===== src/rtl/tcs3200_pkg.sv =====
// Shared codes and FSM state type for the TCS3200 colour detector.
package tcs3200_pkg;

  localparam logic [1:0] FLT_RED   = 2'd0;
  localparam logic [1:0] FLT_BLUE  = 2'd1;
  localparam logic [1:0] FLT_CLEAR = 2'd2;
  localparam logic [1:0] FLT_GREEN = 2'd3;

  localparam logic [1:0] COL_NONE  = 2'd0;
  localparam logic [1:0] COL_RED   = 2'd1;
  localparam logic [1:0] COL_GREEN = 2'd2;
  localparam logic [1:0] COL_BLUE  = 2'd3;

  typedef enum logic [2:0] {
    ST_IDLE  = 3'd0,
    ST_GREEN = 3'd1,
    ST_RED   = 3'd2,
    ST_BLUE  = 3'd3,
    ST_CLEAR = 3'd4
  } state_e;

  // S2/S3 select driven while in a given state
  function automatic logic [1:0] filter_of(input state_e s);
    case (s)
      ST_GREEN: return FLT_GREEN;
      ST_RED:   return FLT_RED;
      ST_BLUE:  return FLT_BLUE;
      default:  return FLT_CLEAR;
    endcase
  endfunction

endpackage


===== src/rtl/tcs3200_edge_sync.sv =====
// Two-flop synchroniser for the sensor output plus a registered rising-edge pulse.
module edge_sync (
  input  logic clk,
  input  logic rst_n,
  input  logic din,
  output logic pulse
);

  // [0],[1] synchronise, [2] holds the previous synchronised level
  logic [2:0] sync_q;

  always_ff @(posedge clk or negedge rst_n) begin
    if (!rst_n) begin
      sync_q <= 3'b000;
      pulse  <= 1'b0;
    end else begin
      sync_q <= {sync_q[1:0], din};
      pulse  <= sync_q[1] & ~sync_q[2];
    end
  end

endmodule


===== src/rtl/tcs3200_color_detector.sv =====
// TCS3200 measuring front end: cycles the colour filters, counts sensor edges per
// window and emits one colour decision per measurement round.
module tcs3200_color_detector
  import tcs3200_pkg::*;
#(
  parameter int unsigned WINDOW_CYCLES = 1562,
  parameter int unsigned CLEAR_CYCLES  = 3,
  parameter int unsigned CNT_W         = 12,
  parameter int unsigned MIN_COUNT     = 4
) (
  input  logic       clk_3125,
  input  logic       rst_n,
  input  logic       start_sim,
  input  logic       cs_out,
  output logic [1:0] filter,
  output logic [1:0] color,
  output logic       color_valid
);

  localparam int unsigned TMR_W = $clog2(WINDOW_CYCLES + CLEAR_CYCLES);
  localparam logic [TMR_W-1:0] WIN_LAST = TMR_W'(WINDOW_CYCLES - 1);
  localparam logic [TMR_W-1:0] CLR_LAST = TMR_W'(CLEAR_CYCLES - 1);
  localparam logic [CNT_W-1:0] CNT_MAX  = '1;
  localparam logic [CNT_W-1:0] MIN_CNT  = CNT_W'(MIN_COUNT);

  state_e           state, state_nxt;
  logic [TMR_W-1:0] timer;
  logic [CNT_W-1:0] cnt_r, cnt_g, cnt_b;
  logic             edge_pulse;
  logic             win_last, clr_last;
  logic             clear_first, clear_done;
  logic [1:0]       decision_c, decision_q;

  edge_sync u_edge_sync (
    .clk   (clk_3125),
    .rst_n (rst_n),
    .din   (cs_out),
    .pulse (edge_pulse)
  );

  always_ff @(posedge clk_3125 or negedge rst_n) begin
    if (!rst_n) state <= ST_IDLE;
    else        state <= state_nxt;
  end

  // next-state: fixed G -> R -> B -> CLEAR rotation, start_sim low forces IDLE
  always_comb begin
    state_nxt = state;
    win_last  = (timer == WIN_LAST);
    clr_last  = (timer == CLR_LAST);
    if (!start_sim) begin
      state_nxt = ST_IDLE;
    end else begin
      case (state)
        ST_IDLE:  state_nxt = ST_GREEN;
        ST_GREEN: if (win_last) state_nxt = ST_RED;
        ST_RED:   if (win_last) state_nxt = ST_BLUE;
        ST_BLUE:  if (win_last) state_nxt = ST_CLEAR;
        ST_CLEAR: if (clr_last) state_nxt = ST_GREEN;
        default:  state_nxt = ST_IDLE;
      endcase
    end
  end

  assign clear_first = (state == ST_CLEAR) && (timer == '0);
  assign clear_done  = (state == ST_CLEAR) && clr_last && start_sim;

  // timer restarts on every state change and rests at zero in IDLE
  always_ff @(posedge clk_3125 or negedge rst_n) begin
    if (!rst_n)                                    timer <= '0;
    else if (state_nxt != state || state == ST_IDLE) timer <= '0;
    else                                           timer <= timer + 1'b1;
  end

  // saturating per-window count, cleared on window entry or abort
  function automatic logic [CNT_W-1:0] cnt_next(input logic [CNT_W-1:0] cnt,
                                                input state_e          win);
    if (state_nxt == ST_IDLE || (state != win && state_nxt == win)) return '0;
    if (state == win && edge_pulse && cnt != CNT_MAX)               return cnt + 1'b1;
    return cnt;
  endfunction

  always_ff @(posedge clk_3125 or negedge rst_n) begin
    if (!rst_n) begin
      cnt_g <= '0;
      cnt_r <= '0;
      cnt_b <= '0;
    end else begin
      cnt_g <= cnt_next(cnt_g, ST_GREEN);
      cnt_r <= cnt_next(cnt_r, ST_RED);
      cnt_b <= cnt_next(cnt_b, ST_BLUE);
    end
  end

  // a colour wins only as a strict maximum that also clears the darkness floor
  always_comb begin
    decision_c = COL_NONE;
    if (cnt_r > cnt_g && cnt_r > cnt_b && cnt_r >= MIN_CNT)      decision_c = COL_RED;
    else if (cnt_g > cnt_r && cnt_g > cnt_b && cnt_g >= MIN_CNT) decision_c = COL_GREEN;
    else if (cnt_b > cnt_r && cnt_b > cnt_g && cnt_b >= MIN_CNT) decision_c = COL_BLUE;
  end

  always_ff @(posedge clk_3125 or negedge rst_n) begin
    if (!rst_n) begin
      filter      <= FLT_CLEAR;
      color       <= COL_NONE;
      color_valid <= 1'b0;
      decision_q  <= COL_NONE;
    end else begin
      filter      <= filter_of(state_nxt);
      color_valid <= 1'b0;
      if (clear_first) decision_q <= decision_c;
      if (clear_done) begin
        color       <= decision_q;
        color_valid <= 1'b1;
      end
    end
  end

endmodule


===== config.mk =====
export PLATFORM = sky130hd
export DESIGN_NAME = tcs3200_color_detector
export DESIGN_NICKNAME = d
export VERILOG_FILES = /design/src/rtl/tcs3200_pkg.sv /design/src/rtl/tcs3200_edge_sync.sv /design/src/rtl/tcs3200_color_detector.sv
export SDC_FILE = /design/constraint.sdc
export NUM_CORES = 1
export LEC_CHECK = 0
export CORE_MARGIN = 1.5
export CORE_UTILIZATION = 55
export DETAILED_ROUTE_END_ITERATION = 7
export DONT_BUFFER_PORTS = 1
export GPL_TIMING_DRIVEN = 1
export PLACE_DENSITY = 0.79
export SLEW_MARGIN = 5
export SYNTH_ARGS = -nofsm -noshare
export SYNTH_HDL_FRONTEND = slang
export SYNTH_SLANG_ARGS = --single-unit
export TNS_END_PERCENT = 1

===== constraint.sdc =====
create_clock -name clk_3125 -period 3.84 [get_ports clk_3125]
set_clock_uncertainty 0.1 [all_clocks]
set_input_delay 0.384 -clock clk_3125 [delete_from_list [all_inputs] [get_ports clk_3125]]
set_output_delay 0.384 -clock clk_3125 [all_outputs]
set_load 0.005 [all_outputs]

==> results.toml <==
[timing]
slew_headroom_pct = 34.54
worst_pin_slew_ps = 957.1
finalCritPeriodShare_pct = 71.67
hold_viol_final = 0
max_clock_freq_mhz = 363.4
setup_violations = 0
fin_tns_setup_ps = 0
min_period_ps = 2752
slew_viol_final = 0
holdWs_ps = 70.86
rsz0062_at_grt = "no"

[logic_synthesis]
ys_types = 51
synth_area_um2 = 3925
synth_ff_type = "dfrtp_1"
syn_inst = 421
synth_edf_count = 0
yosys_warnings = 0
yosysSeqAreaShare_pct = 38.92
synthArstFlopShare_pct = 100.0
synth-seq-cells = 61
synthesis.nets = 471
postSynthAreaPerCell_um2 = 9.323

[clock_network]
clockBufferDepth = 2
cts.clk_slew.worst_paths_ps = 80
cts_tree = "yes"
insertion_delay_ps = 360
root_buffer = "clkbuf_8"
numCtsBuffers = 9
cts_resized = 0
htreeDepth = 3
numClockSinks = 61

[die]
rows = 30
die_area_um2 = 7652
core_um2 = 6832
start_util_pct = 57.45
die_h_um = 87.48
die_x_um = 87.48
ios = 9

[layout]
drive_gt1_share_pct = 7.176
layout_common_cells = "dfrtp_1, nor2_1, ha_1"
design_area_um2 = 4247
fin_nets = 477
fin_cells = 528
nFillCells = 585
final_common_cell = "dfrtp_1"
syn2layout_area_growth_pct = 8.192
diodes = 0

[global_routing]
grt_max_degree = 62
grt_pass1_vias = 3069
overflow = 0
grt.total_usage_pct = 24.38
grt_pass1_wl_mm = 14.21
antenna_found_initial = 0

[worst_setup_path]
worstSetupStartpoint = "cnt_r[3]$_DFFE_PN0P_"
cp.arrival_ps = 2890
path_class = "flip-flop to flip-flop"
r2r-start = "cnt_r[3]$_DFFE_PN0P_"
timing.rr.end = "decision_q[1]$_DFFE_PN0P_"
crit_end = "decision_q[1]$_DFFE_PN0P_"
cp.required_ps = 3970
end_kind = "flip-flop"
crit_fanout = 7
r2r_slack_ps = 1090
ff2ff_path_depth = 8
crit_path_start_kind = "flip-flop"

[drt]
drt_first_pass_iters = 5
wl_per_cell_um = 15.65
wirelength_mm = 8.264
via_count = 3051
detail-route-antenna-nets = 0
viasPerCell = 5.778
drtIter0Drc = 279
drc = 0

[status]
status = "finished clean"

[worst_hold_path]
hp-class = "primary input to flip-flop"

[job]
drv_cap = 0

[power_and_ir_drop]
power.leakage_nw = 1.859
pwr_density_cell_nw_per_um2 = 303.7
vdd.ir_drop.worst_v = 0.0002306

[placed_design]
hpwl_mm = 6.110
placed_cells = 509
gp_congestion = 0.9717
dpl_cell_area_um2 = 3994
io_buffer_count = 0
sequential cells by signal, summed over array words and instances, names as in the netlist:
signal              count
cnt_r                  12
state                   3
cnt_g                  12
filter                  2
color                   2
decision_q              2
u_edge_sync.sync_q      3
timer                  11
u_edge_sync.pulse       1
cnt_b                  12
color_valid             1
synthesized netlist by cell type (3+ instances only):
cell type  instances  area, um^2
and3_1             7       43.79
inv_1             38       142.6
and4_1             5       43.79
nor4_1             7       43.79
ha_1              46       575.6
xor2_1            14       122.6
dfrtp_1           60        1501
o21ai_0            5       25.02
nor2_1            58       217.7
nand3_1           23       115.1
mux2i_1            3       30.03
a21oi_1           16       80.08
or4_1              3       22.52
nor3_1             9       45.04
nand2_1           28       105.1
clkbuf_1           3       11.26
a31oi_1            4       25.02
xnor2_1           25       219.0
nor2b_1            6       37.54
nand4_1           16       100.1
a21boi_0           3       22.52
a41oi_1            4       35.03
power by group:
part / internal (mW) / switching [mW]
clock network: 0.308 / 0.286
registers: 0.648 / 0.00558
logic: 0.0117 / 0.0304
total: 0.967 / 0.322
what timing repair did:
item                      4_1_cts  5_1_grt
hold endpoints to repair       62        0
hold buffers                    3        0
buffers inserted                0        0
metrics by stage:
stage	worst slack (ps)	util, %	total power [mW]
2_1_floorplan	1653	-	0.6873
3_3_place_gp	1207	58.46	0.6900
4_1_cts	1140	62.16	1.304
5_1_grt	856.2	62.16	1.336
6_report	1088	62.16	1.290
3_5_place_dp	1150	58.46	0.6910
how the worst min path moves through the flow:
stage	from	end	slack, ps	cells past startpoint
floorplan	rst_n	cnt_b[0]$_DFFE_PN0P_	-10	0
global route	start_sim	state[2]$_DFF_PN0_	60	1
CTS	start_sim	state[0]$_DFF_PN0_	50	1
finish	start_sim	state[0]$_DFF_PN0_	70	1
detailed placement	rst_n	cnt_r[10]$_DFFE_PN0P_	-10	0
global placement	rst_n	cnt_r[9]$_DFFE_PN0P_	-10	0
cell families (layout without fill, tap and decap cells):
kind of cell / after synthesis / count (layout) / synth area share [%]
AO/OA/AOI/OAI: 53 / 53 / 9.436
XOR/XNOR: 39 / 39 / 8.703
adder cells (fa/ha/maj): 46 / 46 / 14.66
buffers and inverters: 46 / 57 / 4.941
flip-flops: 61 / 61 / 38.92
multiplexers: 5 / 5 / 1.339
AND/OR/NAND/NOR: 171 / 171 / 22.00
layout make-up:
| type | count | area, um^2 | share of cell area [%] |
|---|---|---|---|
| Clock buffer | 9 | 123.9 | 2.917 |
| Clock inverter | 7 | 81.33 | 1.915 |
| Multi-Input combinational cell | 314 | 2203 | 51.89 |
| Sequential cell | 61 | 1528 | 35.98 |
| Tap cell | 96 | 120.1 | 2.829 |
| Inverter | 38 | 142.6 | 3.359 |
| Timing Repair Buffer | 3 | 47.55 | 1.120 |
per-layer routing:
| metal | global-route usage [%] | vias up | part of all wire, % |
|---|---|---|---|
| met5 | 0 | - | 0 |
| met4 | 14.43 | 0 | 3.4 |
| met3 | 5.498 | 29 | 4.4 |
| met2 | 38.95 | 69 | 47 |
| met1 | 30.06 | 1462 | 45 |
| li1 | - | 1491 | - |
critical path, cell delays in order, from the launching register on:
cell,delay (ps)
dfrtp_1,460
inv_1,110
ha_1,350
a21oi_1,150
a311oi_1,110
a2111oi_0,850
a211oi_1,160
a41oi_1,230
o21ai_0,100
Note: power is estimated with default switching activity, not from simulation.
